`src/rtl/rand_host_responder.sv`:
```
// Host RNG responder: divides ic_clk into slow_clk and returns 1/2/4 seed or DRBG words, one per slow period.
// First word at the slow rise after acceptance; source backpressure or zero words produce gap periods.
module rand_host_responder #(
  parameter int CLK_DIV      = 8,
  parameter int OUTPUT_WIDTH = 16
) (
  input  logic                    ic_clk,
  input  logic                    top_reset,
  input  logic                    debug,
  input  logic                    rand_req,
  input  logic [2:0]              rand_req_type,
  output logic [OUTPUT_WIDTH-1:0] rand_byte,
  output logic                    rand_valid,
  output logic                    slow_clk,
  input  logic                    seed_valid,
  input  logic [OUTPUT_WIDTH-1:0] seed_data,
  output logic                    seed_ready,
  input  logic                    drbg_valid,
  input  logic [OUTPUT_WIDTH-1:0] drbg_data,
  output logic                    drbg_ready,
  output logic                    busy,
  output logic [7:0]              zero_drop_cnt
);

  localparam int CW = $clog2(CLK_DIV);

  typedef enum logic {IDLE, ACTIVE} state_t;

  state_t                  state;
  logic [CW-1:0]           cnt;
  logic [CW-1:0]           cnt_nxt;
  logic                    slow_rise;
  logic                    use_seed;
  logic [2:0]              n_words;
  logic [2:0]              sent;
  logic [2:0]              fetched;
  logic [OUTPUT_WIDTH-1:0] hold;
  logic                    hold_valid;
  logic                    fetch_rdy;
  logic                    src_vld;
  logic [OUTPUT_WIDTH-1:0] src_dat;
  logic                    take;

  assign slow_rise = (cnt == CW'(CLK_DIV - 1));
  assign cnt_nxt   = slow_rise ? '0 : cnt + 1'b1;

  // Only one word is ever buffered; the fetched count stops over-pulling past N.
  assign fetch_rdy  = (state == ACTIVE) && !debug && !hold_valid && (fetched < n_words);
  assign seed_ready = fetch_rdy && use_seed;
  assign drbg_ready = fetch_rdy && !use_seed;
  assign src_vld    = use_seed ? seed_valid : drbg_valid;
  assign src_dat    = use_seed ? seed_data : drbg_data;
  assign take       = fetch_rdy && src_vld;

  always_ff @(posedge ic_clk or negedge top_reset) begin
    if (!top_reset) begin
      cnt      <= '0;
      slow_clk <= 1'b0;
    end else begin
      cnt      <= cnt_nxt;
      slow_clk <= (cnt_nxt < CW'(CLK_DIV / 2));
    end
  end

  always_ff @(posedge ic_clk or negedge top_reset) begin
    if (!top_reset) begin
      state         <= IDLE;
      use_seed      <= 1'b0;
      n_words       <= '0;
      sent          <= '0;
      fetched       <= '0;
      hold          <= '0;
      hold_valid    <= 1'b0;
      rand_byte     <= '0;
      rand_valid    <= 1'b0;
      busy          <= 1'b0;
      zero_drop_cnt <= '0;
    end else begin
      // take and present are mutually exclusive: take needs an empty holding register
      if (take) begin
        if (src_dat == '0) begin
          if (zero_drop_cnt != 8'hFF) zero_drop_cnt <= zero_drop_cnt + 8'd1;
        end else begin
          hold       <= src_dat;
          hold_valid <= 1'b1;
          fetched    <= fetched + 3'd1;
        end
      end
      if (debug) hold_valid <= 1'b0;

      if (slow_rise) begin
        if (debug) begin
          state      <= IDLE;
          rand_valid <= 1'b0;
          busy       <= 1'b0;
        end else begin
          case (state)
            IDLE: begin
              rand_valid <= 1'b0;
              if (rand_req && (rand_req_type <= 3'd5)) begin
                use_seed <= ~rand_req_type[0];
                n_words  <= rand_req_type[2] ? 3'd4 : (rand_req_type[1] ? 3'd2 : 3'd1);
                sent     <= '0;
                fetched  <= '0;
                busy     <= 1'b1;
                state    <= ACTIVE;
              end
            end
            ACTIVE: begin
              if (hold_valid) begin
                rand_byte  <= hold;
                rand_valid <= 1'b1;
                sent       <= sent + 3'd1;
                hold_valid <= 1'b0;
                if (sent + 3'd1 == n_words) begin
                  state <= IDLE;
                  busy  <= 1'b0;
                end
              end else begin
                rand_valid <= 1'b0;
              end
            end
            default: state <= IDLE;
          endcase
        end
      end
    end
  end

endmodule

```
`config.mk`:
```
export PLATFORM = sky130hd
export DESIGN_NAME = rand_host_responder
export DESIGN_NICKNAME = d
export VERILOG_FILES = /design/src/rtl/rand_host_responder.sv
export SDC_FILE = /design/constraint.sdc
export NUM_CORES = 1
export LEC_CHECK = 0
export ABC_AREA = 1
export BUFFER_PORTS_ARGS = -buffer_cell sky130_fd_sc_hd__buf_2
export CAP_MARGIN = 20
export CORE_MARGIN = 2
export CORE_UTILIZATION = 30
export DETAILED_ROUTE_END_ITERATION = 8
export PLACE_DENSITY = 0.56
export SETUP_SLACK_MARGIN = 0.15
export SLEW_MARGIN = 20
export SYNTH_ARGS = -nofsm -noshare
export SYNTH_HDL_FRONTEND = slang
export SYNTH_SLANG_ARGS = --single-unit
export TNS_END_PERCENT = 30
```
`constraint.sdc`:
```
create_clock -name ic_clk -period 2.5 [get_ports ic_clk]
set_clock_uncertainty 0.1 [all_clocks]
set_input_delay 0.125 -clock ic_clk [delete_from_list [all_inputs] [get_ports ic_clk]]
set_output_delay 0.125 -clock ic_clk [all_outputs]
set_load 0.05 [all_outputs]
```
; Word level (Yosys, flattened, before mapping)
; Index checks and enable logic that the tools add are counted.
[word_totals]
register_bits = 58
input_bits = 41
out_inout_bits = 29
elab_cells = 83
[op_classes]
add_sub_neg = 4
magnitude_cmp = 3
n_eq_ne = 8
muxes = 34
bitwise = 4
reduce_logical = 17
[op_table]
columns = operator, n
row1 = $mux 3, 10
row2 = $mux 1, 18
row3 = $logic_not 16->1, 1
row4 = $mux 16, 1
row5 = $reduce_and 4->1, 4
row6 = $add 3x1->3 const B, 3
row7 = $add 8x1->8 const B, 1
row8 = $ne 8x8->1 const B, 1
row9 = $logic_and 1x1->1, 7
row10 = $ne 3x2->1 const B, 2
row11 = $pmux 1 s2, 3
row12 = $pmux 3 s2, 1
row13 = $not 1->1, 4
row14 = $eq 3x3->1, 1
row15 = $eq 3x3->1 const B, 1
row16 = $le 3x3->1 const B, 1
row17 = $logic_not 1->1, 3
row18 = $lt 3x3->1, 1
row19 = $lt 3x3->1 const B, 1
row20 = $ne 3x3->1 const B, 1
row21 = $reduce_and 3->1, 1
row22 = $mux 2, 1
row23 = $ne 2x1->1 const B, 1
row24 = $ne 2x2->1 const B, 1
row25 = $reduce_and 2->1, 1

; Longest topological paths before layout
; Gate-level depths: netlist (run 1).
[logic_depth]
word_depth = 11
ltp_mapped = 13

; Worst setup path after synthesis (run 1)
; OpenSTA, ideal clock, no wires.
[synth_timing]
path_kind = register to register
startpoint = reg zero_drop_cnt[0]
endpoint = reg zero_drop_cnt[6]
t_arrival_ns = 1.756
required_time_ns = 2.334
slack_ns = 0.578
path_stages_with_launch = 8
path_buffers = 0
synth_period_minus_slack_ns = 1.922
cell_sequence = dfrtp_1 -> ha_1 -> nand2_1 -> nor2_1 -> nand3_1 -> nand3_4 -> nand2_1 -> nand2_1
[synth_between]
elab_chain_len = 2
elab_cells_between_ends = 3
cone_classes = add/sub (1) / eq/ne (1) / reduce/logical (1)
[synth_lines]
columns = element, line_no
row1 = from (decl), 22  ; output logic [7:0] zero_drop_cnt
row2 = from (signal assigned), 82  ; if (zero_drop_cnt != 8'hFF) zero_drop_cnt <= zero_drop_cnt + 8'd1;
row3 = branches (longest 2 deep; another with $add 8x1->8), -
; Parallel ways; which one is timed is not known.
; A chain may end at the register's enable or synchronous reset.

; Worst setup path after layout (run 1)
[layout_timing]
startpoint = reg cnt[0]
endpoint = reg n_words[0]
[layout_between]
elab_chain_len = 2
[layout_lines]
columns = element, line_no
row1 = from (decl), 30  ; logic [CW-1:0] cnt;
row2 = from (signal assigned), 60  ; cnt <= cnt_nxt;
row3 = $eq 3x3->1, 44  ; assign slow_rise = (cnt == CW'(CLK_DIV - 1));
row4 = $reduce_and 4->1 (no line), -
row5 = to (signal assigned), 102  ; n_words <= rand_req_type[2] ? 3'd4 : (rand_req_type[1] ? 3'd2 : 3'd1);
row6 = to (decl), 34  ; logic [2:0] n_words;
; No other way between the ends.

==> results.toml, run 1 <==
[timing]
setup_viol = 0
worst_slew_pin_slew_ns = 0.886
rsz0062_at_grt = "no"
fmax_mhz = 466
post-route-period-util_pct = 85.8
timing.final.ws_setup_ns = 0.355
fin_crit_ns = 2.14
final_hold_viol_count = 0
fin_setup_tns_ns = 0
maxSlewViolCount = 0
relSlewSlack_pct = 41.0

[power]
switching_share_pct = 31.2
combPwrFrac_pct = 22.8
p_total_w = 0.00298
powerDensity_nw_per_um2 = 817
p_leak_nw = 2.03
intPower_w = 0.00205
clkPwrFrac_pct = 35.2
seq_power_share_pct = 42.0
peakVddDrop_v = 0.000265
p_sw_w = 0.000929

[clocking]
clockBufferDepth = 2
cts_root_buf = "clkbuf_8"
post_cts_buffers = 0
clock_sinks = 58
cts_tree = "yes"
worstSkewPairLatency_ns = 0.33
numCtsBuffers = 9
htree_num_levels = 3
clk_pin_slew_ns = 0.06

[critical_path]
crit_chain = "ha_1 > ha_1 > inv_1 > nor2_1 > nand2_2 > o31ai_1 > dlygate4sd3_1"
cpMostUsedCell = "ha_1"
reg2reg_to = "n_words[0]$_DFFE_PN0P_"
r2r_cells = 7
cp_slowest_cell = "dlygate4sd3_1"
critPathKind = "reg -> reg"
cp.required_ns = 2.66
worstSetupStartpointType = "register"
startpoint = "cnt[0]$_DFF_PN0_"
critPathMaxFanout = 12
critPathMaxStageDelay_ns = 0.58
worstSetupEndpointType = "register"
crit_arrival_ns = 2.31
r2r_setup_slack_ns = 0.36
r2r_start = "cnt[0]$_DFF_PN0_"

[drt]
drc_errors = 0
firstDrtPassIters = 7
wl_met1_um = 3350
drtIter0Drc = 118
routed_wirelength_um = 6890
routed-wl-met3_um = 363
top_layer_used = "met4"
avgRoutedWirePerCell_um = 12.1
ant_nets = 0
met2_wirelength_um = 3150
num_vias = 2475
via_per_inst = 4.34

[synth]
synth_top_area_share_pct = 50.3
synth_commonest_cells = "nand2_1, dfrtp_1, nor2_1"
ys.flop_type = "dfrtp_1"
synth_top_cell_by_area = "dfrtp_1"
ys_seq_area_share_pct = 50.3
synth-seq-cells = 58
avgSynthCellArea_um2 = 8.09
ys_warn_count = 0
synth_enable_flop_cells = 0
syn_inst = 357
synthArstFlopShare_pct = 100
yosysUniqueCellTypes = 25
synth_nets = 405
synth.area.top_cells = "dfrtp_1, nand2_1, nor2_1"
synth_most_common_cell = "nand2_1"
synth_area_um2 = 2890

[floorplanning]
die_h_um = 102
fp.coreArea_um2 = 9280
initial_utilization_pct = 31.1
dieArea_um2 = 10400
rows = 35
die_x_um = 102
boundaryPins = 70

[global_routing]
grt_overflow = 0
antenna_found_initial = 0
grt_pass1_wl_um = 11400
grt_max_degree = 40
grt_use_total_pct = 14.1
grt_pass1_vias = 2418

[hold_path]
whs_endpoint = "hold_valid$_DFF_PN0_"
whs_path_depth = 4
holdCritPathClass = "in -> reg"
hp-start = "debug"

[layout]
layout-drive-gt1-share_pct = 24.5
layout.nets = 485
nFillCells = 1003
antenna-diode-count = 0
area_growth_pct = 26.3

[run]
drv_cap = 0

[status]
status = "complete, no violations"

[placed_design]
place_congestion = 0.801
dpl_worst_slack_ns = 0.371
dp_hpwl_um = 5160
portBuffers = 69
## cells in the final DEF, fill, tap and decap left out, drive strengths merged
master and count:
xnor2 3, dfrtp 58, nor2 41, a21oi 15
nand3 16, a31oi 1, o31ai 1, clkinvlp 1
nand2 142, xor2 7, clkinv 2, ha 7
o21ai 16, clkbuf 10, inv 27, nand4 9
a22o 1, buf 76, bufinv 3, dlygate4sd3 5
## final cells by class
| class | count | area [um2] | area share [%] |
|---|---|---|---|
| clock buffer | 10 | 138 | 3.78 |
| timing repair buffer | 81 | 460 | 12.6 |
| clock inverter | 5 | 103 | 2.81 |
| tap | 129 | 161 | 4.43 |
| multi-input combinational | 259 | 1230 | 33.6 |
| sequential | 58 | 1450 | 39.8 |
| inverter | 28 | 105 | 2.88 |
## state kept, by name (all words and copies together) (netlist names)
register	flops
busy	1
cnt	3
fetched	3
hold	16
hold_valid	1
n_words	3
rand_byte	16
rand_valid	1
sent	3
slow_clk	1
state	1
use_seed	1
zero_drop_cnt	8
## through the flow
| stage | utilization (%) | cells | cell area (um2) | hold WS, ns |
|---|---|---|---|---|
| final | 39.3 | 570 | 3640 | 0.0209 |
| after global routing | 39.3 | 570 | 3640 | 0.0314 |
| after CTS | 39.2 | 570 | 3640 | 0.00511 |
| after detailed placement | 36.1 | 550 | 3350 | 0.213 |
| after global placement | 36.1 | 550 | 3350 | 0.203 |
| after floorplan | - | 357 | 2890 | -0.271 |
## layer usage
layer	up-vias	GRT usage (%)
met5	-	0
met4	0	3.28
met3	2	4.72
met2	66	22.7
met1	1123	18.6
li1	1284	-
## worst max path at each step
| stage | end | cells past startpoint | slack (ns) |
|---|---|---|---|
| final | n_words[0]$_DFFE_PN0P_ | 7 | 0.36 |
| after global placement | hold[6]$_DFFE_PN0P_ | 9 | 0.40 |
| after floorplan | zero_drop_cnt[6]$_DFFE_PN0P_ | 7 | 0.58 |
| after CTS | n_words[0]$_DFFE_PN0P_ | 7 | 0.25 |
| after detailed placement | hold[6]$_DFFE_PN0P_ | 9 | 0.37 |
| after global routing | fetched[1]$_DFF_PN0_ | 12 | 0.17 |
## logic make-up after synthesis
group,after synthesis,synth area share (%)
simple gates,208,29.9
flops,58,50.3
xor+xnor,10,3.03
compound gates,34,6.42
buf+inv,40,7.33
fa+ha+maj,7,3.03
## timing repair
action,CTS,global route
hold endpoints to repair,41,0
gates resized for setup,0,1
endpoints found under the setup margin,0,1
hold buffers,5,0
## critical path, delay by kind of cell (launching register included)
| family | cells | cell delay, ns |
|---|---|---|
| AO/OA/AOI/OAI | 1 | 0.23 |
| adder cells (fa/ha/maj) | 2 | 0.39 |
| buffers and inverters | 2 | 0.67 |
| flip-flops | 1 | 0.35 |
| AND/OR/NAND/NOR | 2 | 0.33 |
## power by group through the flow
stage	clock network [W]	registers, W	logic [W]
floorplan	0	0.00135	0.000397
global placement	0	0.00126	0.000670
detailed placement	0	0.00127	0.000679
CTS	0.00108	0.00125	0.000692
global route	0.00112	0.00128	0.000778
finish	0.00105	0.00125	0.000678
(Power assumes the default switching activity.)
==> inputs of run 2 (changes only) <==
--- a/config.mk
+++ b/config.mk
@@ -6,12 +6,13 @@
 export NUM_CORES = 1
 export LEC_CHECK = 0
 export ABC_AREA = 1
-export BUFFER_PORTS_ARGS = -buffer_cell sky130_fd_sc_hd__buf_2
+export BUFFER_PORTS_ARGS = -buffer_cell sky130_fd_sc_hd__buf_4
 export CAP_MARGIN = 20
 export CORE_MARGIN = 2
-export CORE_UTILIZATION = 30
+export CORE_UTILIZATION = 40
+export CTS_BUF_LIST = sky130_fd_sc_hd__clkbuf_4
 export DETAILED_ROUTE_END_ITERATION = 8
-export PLACE_DENSITY = 0.56
+export PLACE_DENSITY = 0.69
 export SETUP_SLACK_MARGIN = 0.15
 export SLEW_MARGIN = 20
 export SYNTH_ARGS = -nofsm -noshare
==> results.toml, run 2 (synthesis results as in run 1) <==
[run]
drv_cap = 0

[clocking]
htree_num_levels = 3
clock_sinks = 58
numCtsBuffers = 9
cts_tree = "yes"
clockBufferDepth = 2
clk_pin_slew_ns = 0.10
worstSkewPairLatency_ns = 0.39
cts_root_buf = "clkbuf_4"

[power]
peakVddDrop_v = 0.000404
powerDensity_nw_per_um2 = 708
p_leak_nw = 2.05

[drt]
num_vias = 2578
drtIter0Drc = 78
ant_nets = 0
firstDrtPassIters = 5
routed_wirelength_um = 6710
avgRoutedWirePerCell_um = 12.3
drc_errors = 0
via_per_inst = 4.74

[placed_design]
placed_area_um2 = 3460
dp_hpwl_um = 4840
portBuffers = 69
place_congestion = 0.744

[floorplanning]
initial_utilization_pct = 41.8
fp.coreArea_um2 = 6910
die_h_um = 89.0
rows = 30
die_x_um = 89.0
boundaryPins = 70
dieArea_um2 = 7910

[global_routing]
grt_overflow = 0
antenna_found_initial = 0
grt_max_degree = 59
grt_use_total_pct = 18.8
grt_pass1_vias = 2505
grt_pass1_wl_um = 11400

[critical_path]
crit_arrival_ns = 2.43
critPathMaxFanout = 23
cp_slowest_cell = "dfrtp_1"
worstSetupStartpointType = "register"
critPathMaxStageDelay_ns = 0.39
critPathKind = "reg -> reg"
crit_chain = "inv_1 > ha_1 > a21oi_1 > nand3_1 > a21oi_1 > nand2_2 > buf_4 > nand2_2 > nand2_1"
critPathBufInv = 2
critPathTopFamily = "simple AND/OR/NAND/NOR gates"
cp.required_ns = 2.68
worstSetupEndpointType = "register"

[timing]
worst_slew_pin_slew_ns = 0.739
final_hold_viol_count = 0
post-route-period-util_pct = 90.0
setup_viol = 0
rsz0062_at_grt = "yes"
relSlewSlack_pct = 50.8
fin_crit_ns = 2.25
maxSlewViolCount = 0
fmax_mhz = 444
fin_setup_tns_ns = 0

[hold_path]
holdCritPathClass = "in -> reg"

[layout]
layout.nets = 491
area_growth_pct = 28.9
final_cell_mix = "nand2_1, buf_4, dfrtp_1"
fin_util_pct = 53.9
antenna-diode-count = 0
finalInstanceArea_um2 = 3720
layout-drive-gt1-share_pct = 23.4
largest_registers = "hold x16, rand_byte x16, zero_drop_cnt x8"
final_common_cell = "nand2_1"

[status]
status = "complete, no violations"
[run 2: changes by cell type in the layout (fill, tap and decap cells not counted), moves of 2 or more]
| cell | delta |
|---|---|
| bufinv_16 | -2 |
| clkinv_1 | +2 |
| clkbuf_4 | +12 |
| dlygate4sd3_1 | +8 |
| buf_2 | -69 |
| buf_4 | +68 |
| clkbuf_8 | -10 |
[run 2: metrics by stage]
step	worst slack, ns	hold slack (ns)	total power [W]	std cells
CTS	0.246	0.00220	0.00266	544
global placement	0.343	0.132	0.00195	515
floorplan	0.578	-0.271	0.00175	357
global route	0.122	0.0284	0.00283	544
finish	0.249	0.0102	0.00264	544
detailed placement	0.280	0.142	0.00197	515
[run 2: final cells by class]
type                            instances  area, um2
Clock buffer                           12       90.1
Fill cell                             682       3190
Timing Repair Buffer                   87        686
Multi-Input combinational cell        259       1230
Sequential cell                        58       1450
Inverter                               28        105
Tap cell                               96        120
Clock inverter                          4       42.5
[run 2: per-layer routing]
metal	share of wire [%]	wire length, um	GRT usage, %	up-vias
met5	0	0	0	-
met4	1.4	96	7.87	0
met3	4.6	310	3.32	7
met2	48	3220	29.4	74
met1	46	3080	25.9	1199
li1	-	-	-	1298
[run 2: path summary, 6_finish.rpt]
path,to,startpoint,cells after the start,slack [ns]
max in group asynchronous,zero_drop_cnt[1]$_DFFE_PN0P_,top_reset,2,1.57
min in group asynchronous,cnt[2]$_DFF_PN0_,top_reset,2,0.24
min,hold[6]$_DFFE_PN0P_,seed_data[6],5,0.01
max,hold[15]$_DFFE_PN0P_,n_words[2]$_DFFE_PN0P_,9,0.25
max reg2reg,hold[15]$_DFFE_PN0P_,n_words[2]$_DFFE_PN0P_,9,0.25
min reg2reg,cnt[0]$_DFF_PN0_,cnt[0]$_DFF_PN0_,1,0.33
[run 2: what timing repair did]
item                                   CTS  global route
endpoints found under the hold margin   68             0
hold buffers                            13             0
setup endpoints to repair                0             8
gates resized for setup                  0             1
buffers inserted                         0             0
[run 2: power breakdown]
group | leakage (nW) | internal (W) | switching (W) | total (W)
registers | 0.725 | 0.00113 | 0.000110 | 0.00124
logic | 1.25 | 0.000287 | 0.000440 | 0.000727
clock network | 0.0764 | 0.000332 | 0.000336 | 0.000668
[run 2: worst min-delay path, delay by kind of cell]
kind            cells  cell delay, ns
simple gates        3            0.16
buf+inv             1            0.08
compound gates      1            0.09
==> inputs of run 3 (changes only) <==
--- a/config.mk
+++ b/config.mk
@@ -12,7 +12,8 @@
 export CORE_UTILIZATION = 40
 export CTS_BUF_LIST = sky130_fd_sc_hd__clkbuf_4
 export DETAILED_ROUTE_END_ITERATION = 8
-export PLACE_DENSITY = 0.69
+export PLACE_DENSITY = 0.71
+export RECOVER_POWER = 100
 export SETUP_SLACK_MARGIN = 0.15
 export SLEW_MARGIN = 20
 export SYNTH_ARGS = -nofsm -noshare
==> constraint.sdc (replaced) <==
create_clock -name ic_clk -period 1.9 [get_ports ic_clk]
set_clock_uncertainty 0.1 [all_clocks]
set_input_delay 0.095 -clock ic_clk [delete_from_list [all_inputs] [get_ports ic_clk]]
set_output_delay 0.095 -clock ic_clk [all_outputs]
set_load 0.05 [all_outputs]
==> results.toml, run 3 (synthesis results as in run 1) <==
[layout]
finalInstanceArea_um2 = 4170
area_growth_pct = 44.4
fin_util_pct = 60.4
antenna-diode-count = 0
final_cell_mix = "nand2_1, dfrtp_1, buf_4"
finalNonFillerCells = 584
layout-drive-gt1-share_pct = 26.0
layout.nets = 531
final_common_cell = "nand2_1"
largest_registers = "hold x16, rand_byte x16, zero_drop_cnt x8"

[power]
combPwrFrac_pct = 31.4
powerDensity_nw_per_um2 = 877
switching_share_pct = 34.8
p_leak_nw = 2.12
peakVddDrop_v = 0.000464
clkPwrFrac_pct = 23.5
intPower_w = 0.00238
seq_power_share_pct = 45.1
p_sw_w = 0.00127

[hold_path]
hp-start = "drbg_data[14]"
holdCritPathClass = "in -> reg"

[drt]
drtIter0Drc = 139
drc_errors = 0
ant_nets = 0
avgRoutedWirePerCell_um = 12.7
routed_wirelength_um = 7410
num_vias = 2781
firstDrtPassIters = 4
via_per_inst = 4.76

[critical_path]
cp.required_ns = 1.70
cp_slowest_cell = "dfrtp_1"
crit_arrival_ns = 1.73
worstSetupStartpointType = "register"
critPathTopFamily = "flip-flops"
critPathKind = "reg -> out"
critPathBufInv = 3
cpMostUsedCell = "buf_6"
crit_chain = "inv_2 > ha_4 > a21oi_2 > nand3_2 > buf_6 > nor2_4 > buf_6"
worstSetupEndpointType = "output port"
critPathMaxStageDelay_ns = 0.40
critPathMaxFanout = 2
r2r_start = "n_words[2]$_DFFE_PN0P_"
startpoint = "n_words[2]$_DFFE_PN0P_"

[floorplanning]
fp.coreArea_um2 = 6910
rows = 30
boundaryPins = 70
initial_utilization_pct = 41.8
die_h_um = 89.0
die_x_um = 89.0
dieArea_um2 = 7910

[timing]
timing.final.ws_setup_ns = -0.0215
post-route-period-util_pct = 101
maxSlewViolCount = 0
worst_slew_pin_slew_ns = 1.39
fmax_mhz = 520
fin_crit_ns = 1.92
relSlewSlack_pct = 7.05
setup_viol = 2
rsz0062_at_grt = "yes"
final_hold_viol_count = 0

[placed_design]
portBuffers = 69
placed_area_um2 = 3540
dp_hpwl_um = 4790
place_congestion = 0.813
dp.cells = 522

[clocking]
clock_sinks = 58
worstSkewPairLatency_ns = 0.39
cts_tree = "yes"
clockBufferDepth = 2
numCtsBuffers = 9
cts_root_buf = "clkbuf_4"
htree_num_levels = 3
clk_pin_slew_ns = 0.09

[global_routing]
grt_overflow = 0
grt_max_degree = 59
grt_pass1_vias = 2681
grt_use_total_pct = 19.5
antenna_found_initial = 0
grt_pass1_wl_um = 11800

[status]
status = "finished, violations left"
failed_checks = "negative setup slack"

[run]
drv_cap = 0
==> run 3: cell count changes in the layout (fill, tap and decap cells not counted), moves of 3 or more <==
| cell | delta |
|---|---|
| clkbuf_1 | +29 |
| buf_4 | -26 |
| dlygate4sd3_1 | +21 |
| nor2_1 | -11 |
| buf_6 | +8 |
| nand2_1 | -8 |
| nand2_2 | +8 |
| nor2_2 | +7 |
| dfrtp_1 | -4 |
| dfrtp_2 | +4 |
| nor2_4 | +4 |
| a21oi_1 | -3 |
| a21oi_2 | +3 |
==> run 3: power by group through the flow <==
stage	registers, W	clock network (W)	logic (W)
6_report	0.00165	0.000858	0.00115
5_1_grt	0.00168	0.000937	0.00127
4_1_cts	0.00164	0.000872	0.00114
3_5_place_dp	0.00166	0	0.000949
3_3_place_gp	0.00165	0	0.000922
2_1_floorplan	0.00178	0	0.000522
==> run 3: stage by stage <==
stage / hold slack [ns] / power, W / setup WS [ns] / TNS [ns]
after detailed placement: 0.102 / 0.00261 / -0.0701 / -0.461
after global routing: 0.00954 / 0.00389 / -0.0818 / -0.462
after CTS: 0.00176 / 0.00365 / 0.0120 / 0
after global placement: 0.0943 / 0.00258 / 0.0498 / 0
after floorplan: -0.301 / 0.00230 / 0.125 / 0
final: 0.00741 / 0.00366 / -0.0215 / -0.0333
==> run 3: cell type report <==
cell class	instances	area [um2]
fill	632	2740
sequential	58	1460
multi-input combinational	260	1350
timing repair buffer	126	997
tap	96	120
inverter	28	111
clock buffer	10	75.1
clock inverter	6	57.6
==> run 3: routing by layer <==
layer | track usage [%] | share of wire, %
met5 | 0 | 0
met3 | 5.54 | 5.3
met4 | 5.97 | 1.5
met1 | 24.7 | 44
met2 | 32.7 | 49
==> run 3: path summary, 6_finish.rpt <==
kind	slack [ns]	end	cells after the start
worst max-delay path	-0.02	drbg_ready	7
worst min-delay path	0.007	hold[14]$_DFFE_PN0P_	5
max in group asynchronous	0.31	use_seed$_DFFE_PN0P_	2
worst max register to register	0.05	zero_drop_cnt[0]$_DFFE_PN0P_	9
worst min register to register	0.34	cnt[0]$_DFF_PN0_	1
min in group asynchronous	0.46	slow_clk$_DFF_PN0_	2
==> run 3: timing repair <==
action	CTS	global route
resized for setup	35	16
hold buffers	30	4
endpoints found under the hold margin	84	3
setup endpoints to repair	43	48
gates cloned	0	2
pin swaps	4	3
buffers inserted	7	3
==> run 3: worst register-to-register path: cells and delay by family, from the launching register on <==
kind	cells	cell delay [ns]
AOI/OAI and AO/OA	2	0.38
adders and majority gates	1	0.20
buffers and inverters	2	0.26
DFF	1	0.40
and+or+nand+nor	4	0.39
